[config.mk]
export PLATFORM = sky130hd
export DESIGN_NAME = dbp_bht_updater
export DESIGN_NICKNAME = d
export VERILOG_FILES = /design/src/rtl/dbp_bht_updater.sv
export SDC_FILE = /design/constraint.sdc
export NUM_CORES = 1
export LEC_CHECK = 0
export ABC_AREA = 1
export BUFFER_PORTS_ARGS = -buffer_cell sky130_fd_sc_hd__buf_2
export CORE_MARGIN = 2
export CORE_UTILIZATION = 47
export CTS_CLUSTER_DIAMETER = 30
export CTS_CLUSTER_SIZE = 16
export DETAILED_ROUTE_END_ITERATION = 8
export PLACE_DENSITY = 0.8
export SLEW_MARGIN = 20
export SYNTH_ARGS = -nofsm -noshare
export SYNTH_HDL_FRONTEND = slang
export SYNTH_SLANG_ARGS = --single-unit
export TNS_END_PERCENT = 30
[constraint.sdc]
create_clock -name clk -period 2.7 [get_ports clk]
set_input_delay 0 -clock clk [delete_from_list [all_inputs] [get_ports clk]]
set_output_delay 0 -clock clk [all_outputs]
set_load 0.03 [all_outputs]
[src/rtl/dbp_bht_updater.sv]
// Write-side BHT controller: buffers branch resolutions and applies each as a saturating-counter RMW on port 2.
// Optional statistics counters are enabled by defining DBP_UPD_STATS_EN.
module dbp_bht_updater #(
  parameter int unsigned AWIDTH     = 10,
  parameter int unsigned DWIDTH     = 32,
  parameter int unsigned CNT_W      = 2,
  parameter int unsigned FIFO_DEPTH = 4
) (
  input  logic              clk,
  input  logic              reset,
  input  logic              upd_valid,
  output logic              upd_ready,
  input  logic [31:0]       upd_pc,
  input  logic              upd_taken,
  input  logic              upd_mispred,
  output logic [AWIDTH-1:0] bht_add,
  input  logic [DWIDTH-1:0] bht_rdata,
  output logic              bht_wen,
  output logic [DWIDTH-1:0] bht_wdata,
  output logic              busy
`ifdef DBP_UPD_STATS_EN
  ,
  output logic [31:0]       stat_updates,
  output logic [31:0]       stat_mispred
`endif
);

  localparam int unsigned PTR_W = (FIFO_DEPTH > 1) ? $clog2(FIFO_DEPTH) : 1;
  localparam int unsigned CNT_FW = PTR_W + 1;

  typedef enum logic {IDLE, RMW} state_t;

  typedef struct packed {
    logic [AWIDTH-1:0] idx;
    logic              taken;
    logic              mispred;
  } upd_ent_t;

  state_t              state_q, state_d;
  upd_ent_t            fifo_q [FIFO_DEPTH];
  upd_ent_t            fifo_d [FIFO_DEPTH];
  logic [PTR_W-1:0]    wr_ptr_q, wr_ptr_d;
  logic [PTR_W-1:0]    rd_ptr_q, rd_ptr_d;
  logic [CNT_FW-1:0]   count_q, count_d;

  logic                full, empty, push, pop;
  upd_ent_t            head, new_ent;
  logic [CNT_W-1:0]    cnt, cnt_new;

  assign full    = (count_q == CNT_FW'(FIFO_DEPTH));
  assign empty   = (count_q == '0);
  assign head    = fifo_q[rd_ptr_q];
  assign new_ent = '{idx: upd_pc[AWIDTH+1:2], taken: upd_taken, mispred: upd_mispred};

  assign upd_ready = !full && !reset;
  assign push      = upd_valid && upd_ready;
  assign busy      = (!empty || (state_q == RMW)) && !reset;
  assign cnt       = bht_rdata[CNT_W-1:0];

  // Saturating counter step towards the resolved outcome
  always_comb begin
    cnt_new = cnt;
    if (head.taken) begin
      if (cnt != {CNT_W{1'b1}}) cnt_new = cnt + CNT_W'(1);
    end else begin
      if (cnt != '0) cnt_new = cnt - CNT_W'(1);
    end
  end

  // FSM next state and port-2 drive; read is issued in IDLE, write lands in RMW
  always_comb begin
    state_d   = state_q;
    bht_add   = '0;
    bht_wen   = 1'b0;
    bht_wdata = '0;
    pop       = 1'b0;
    case (state_q)
      IDLE: begin
        if (!empty) begin
          bht_add = head.idx;
          state_d = RMW;
        end
      end
      RMW: begin
        bht_add                = head.idx;
        bht_wdata              = bht_rdata;
        bht_wdata[CNT_W-1:0]   = cnt_new;
        bht_wen                = 1'b1;
        pop                    = 1'b1;
        state_d                = IDLE;
      end
      default: state_d = IDLE;
    endcase
    if (reset) begin
      bht_add   = '0;
      bht_wen   = 1'b0;
      bht_wdata = '0;
      pop       = 1'b0;
    end
  end

  // Resolution FIFO bookkeeping
  always_comb begin
    fifo_d   = fifo_q;
    wr_ptr_d = wr_ptr_q;
    rd_ptr_d = rd_ptr_q;
    if (push) begin
      fifo_d[wr_ptr_q] = new_ent;
      wr_ptr_d         = wr_ptr_q + PTR_W'(1);
    end
    if (pop) rd_ptr_d = rd_ptr_q + PTR_W'(1);
    count_d = count_q + CNT_FW'(push) - CNT_FW'(pop);
  end

  always_ff @(posedge clk) begin
    if (reset) begin
      state_q  <= IDLE;
      wr_ptr_q <= '0;
      rd_ptr_q <= '0;
      count_q  <= '0;
    end else begin
      state_q  <= state_d;
      wr_ptr_q <= wr_ptr_d;
      rd_ptr_q <= rd_ptr_d;
      count_q  <= count_d;
    end
  end

  // Payload storage needs no reset; occupancy is tracked by the pointers
  always_ff @(posedge clk) begin
    fifo_q <= fifo_d;
  end

`ifdef DBP_UPD_STATS_EN
  logic [31:0] stat_updates_q, stat_updates_d;
  logic [31:0] stat_mispred_q, stat_mispred_d;

  always_comb begin
    stat_updates_d = stat_updates_q;
    stat_mispred_d = stat_mispred_q;
    if (pop && (stat_updates_q != 32'hFFFF_FFFF)) stat_updates_d = stat_updates_q + 32'd1;
    if (pop && head.mispred && (stat_mispred_q != 32'hFFFF_FFFF))
      stat_mispred_d = stat_mispred_q + 32'd1;
  end

  always_ff @(posedge clk) begin
    if (reset) begin
      stat_updates_q <= '0;
      stat_mispred_q <= '0;
    end else begin
      stat_updates_q <= stat_updates_d;
      stat_mispred_q <= stat_mispred_d;
    end
  end

  assign stat_updates = stat_updates_q;
  assign stat_mispred = stat_mispred_q;

  logic unused_pc_bits;
  assign unused_pc_bits = ^{upd_pc[31:AWIDTH+2], upd_pc[1:0]};
`else
  logic unused_pc_bits;
  assign unused_pc_bits = ^{upd_pc[31:AWIDTH+2], upd_pc[1:0], head.mispred};
`endif

endmodule

==> results.txt <==
CTS Buffer Depth: 2
Share of layout cells above drive strength 1: 32.52%
Yosys top cell by area: edfxtp_1
Die width: 77.01 um
Final Hold Violating Endpoints: 0
Iter 0 DRT Violations: 219
Sequential Area: 1481 um^2
First-pass GRT wire length: 8590 um
Crit path launch type: flip-flop
EDFF count, synth: 44
Post-DP HPWL: 3631 um
Worst Path Arrival: 2300 ps
Synth area leaders: edfxtp_1, nor2_1, nand2_1
Endpoint type of the worst setup path: flip-flop
TritonRoute pass-1 iters: 4
Routed WL: 5355 um
Mean Syn Cell Area: 9.417 um^2
YS warnings: 0
Root buf cell: clkbuf_8
Worst-Margin Slew: 646.7 ps
Final min period: 2093 ps
Tcrit/Tclk final: 77.51%
CP top delay family: adder cells
Routed Antenna Nets: 0
Worst EP required: 2900 ps
Slowest CP cell: dfxtp_1
RSZ-0062 raised after global routing: no
Synth cell types: 23
Max FO, Critical Path: 7
Synth cell count leaders: nor2_1, nand2_1, edfxtp_1
Total core area: 5140 um^2
FP Rows: 26
Skew final: 5.763 ps
CP most frequent cell: nand2_1
Total leakage power: 1.429 nW
Top FF cell, synth: edfxtp_1
Post-synthesis sequential area ratio: 59.14%
Htree depth: 2
I/O Buffers: 90
I/O pins: 114
Worst skew pair latency: 300 ps
Asr flop ratio synth: 0%
Vias per cell: 4.667
Flop pwr share: 41.6%
Critical path type: reg -> reg
Fillers: 447
Internal power: 1.411 mW
Fmax: 0.4778 GHz
Area of the multi-input gates: 864.6 um^2
Worst hold slack: 332.1 ps
Power Density: 740.8 nW/um^2
CTS tree: built
Top-count cell post-synth: nor2_1
Grt total ovfl: 0
Placer Congestion: 0.7136
Finished Core Util: 62.59%
Sw Ratio: 40.81%
DR WL/cell: 12.20 um
Starting Density: 48.73%
Total GRT Usage: 18.54%
# clock sinks: 52
Clock-pin slew on the worst setup and hold paths: 90 ps
Worst min path class: in -> out
Mapped Cells: 266
Nets: 444
Setup violators final: 0
Relative slew slack: 56.78%
Status: finished, final reports clean
Ant. Diodes: 0
Number of max-cap violations: 0
CTS Buf Count: 5
Syn Nets: 342
Critical Path Max Stage Delay: 450 ps
Post-Syn Area: 2505 um^2
Max-slew violation count: 0
Combinational power share: 40.5%
Setup_tns: 0 ps
Sw power: 0.9723 mW
Largest net degree at the start of global routing: 34
Ordered list of cells on the worst path: nor2_1, nand2_1, nand3_2, ha_1, inv_1, ha_1, inv_1, fa_1, xor2_1, nand2_1, nand2_1, nor2_1
Die H: 77.01 um
Vias in the first global route: 1942
Initial antenna violation count: 0
Total number of vias: 2049
Clock Power Share: 17.8%
Area share of the largest cell type after synthesis: 52.75%
Die area: 5930 um^2
Worst IR drop on VDD: 0.0003858 V
P&R area growth vs syn: 28.42%
FF+latch count, synth: 52
Residual DRC count: 0
CP bufs+invs: 2
Total Power: 2.383 mW
layer usage:
metal	global-route usage (%)	share of wire [%]	vias to the layer above	wire [um]
met3	3.412	3.8	9	206
met1	21.53	42	924	2248
li1	-	-	1067	-
met2	33.68	52	49	2804
met4	7.500	1.8	0	95
met5	0	0	-	0
power by group through the flow:
stage | Combinational [mW] | Sequential, mW | Clock [mW]
finish | 0.965 | 0.992 | 0.425
global route | 1.07 | 0.998 | 0.481
CTS | 0.970 | 0.991 | 0.437
detailed placement | 0.953 | 1.01 | 0
global placement | 0.930 | 1.01 | 0
floorplan | 0.767 | 0.988 | 0
through the flow:
step                      worst slack (ps)  instances  area [um^2]
final                                607.2        439         3217
after global routing                 429.7        439         3217
after CTS                            598.3        439         3217
after detailed placement             619.7        418         2997
after global placement               645.8        418         2997
after floorplan                      417.9        266         2505
cells by family (layout without fill, tap and decap cells):
| logic type | Yosys count | after routing | share of synthesized area, % |
|---|---|---|---|
| adder cells (fa/ha/maj) | 7 | 7 | 3.796 |
| AO/OA/AOI/OAI | 37 | 37 | 8.742 |
| AND/OR/NAND/NOR | 138 | 138 | 21.63 |
| buffers and inverters | 31 | 134 | 6.343 |
| XOR/XNOR | 1 | 1 | 0.3497 |
| flip-flops | 52 | 52 | 59.14 |
repair_timing:
action                                 in CTS  in global routing
hold buffers                               13                  0
endpoints found under the hold margin      46                  0
setup buffers                               0                  0
gates resized for setup                     0                  0
registers in the layout, indices dropped and copies added, names as in the netlist:
signal,count
count_q,3
fifo_q,44
rd_ptr_q,2
state_q,1
wr_ptr_q,2
worst min-delay path: stages:
cell and delay (ps):
buf_2 90, nand2_1 40, nor2_1 30, buf_2 160
layout make-up:
cell class,count,share of cell area [%]
clock inverters,3,0.6612
flip-flops and latches,52,46.05
multi-input cells,183,26.88
inverters,16,1.867
well taps,70,2.723
repair buffers,110,19.68
clock buffers,5,2.139
placed cells by master, fill, tap and decap left out, types with 2 or more instances in the layout:
| master | netlist | layout |
|---|---|---|
| buf_2 | 7 | 90 |
| nor2_1 | 81 | 81 |
| nand2_1 | 48 | 48 |
| edfxtp_1 | 44 | 44 |
| o21ai_1 | 20 | 20 |
| dlygate4sd3_1 | 0 | 13 |
| inv_1 | 12 | 12 |
| a21oi_2 | 9 | 9 |
| dfxtp_1 | 8 | 8 |
| buf_4 | 0 | 7 |
| a21oi_1 | 6 | 6 |
| ha_1 | 6 | 6 |
| clkbuf_8 | 0 | 5 |
| inv_2 | 4 | 4 |
| nand3_1 | 4 | 4 |
| o21ai_0 | 2 | 2 |
path summary, 6_finish.rpt:
| kind | startpoint | slack [ps] | endpoint | cells past startpoint |
|---|---|---|---|---|
| min | bht_rdata[6] | 330 | bht_wdata[6] | 4 |
| min reg2reg | state_q | 480 | rd_ptr_q[0] | 2 |
| max reg2reg | count_q[1] | 610 | count_q[2] | 12 |
| max | count_q[1] | 610 | count_q[2] | 12 |
(Power assumes the default switching activity.)
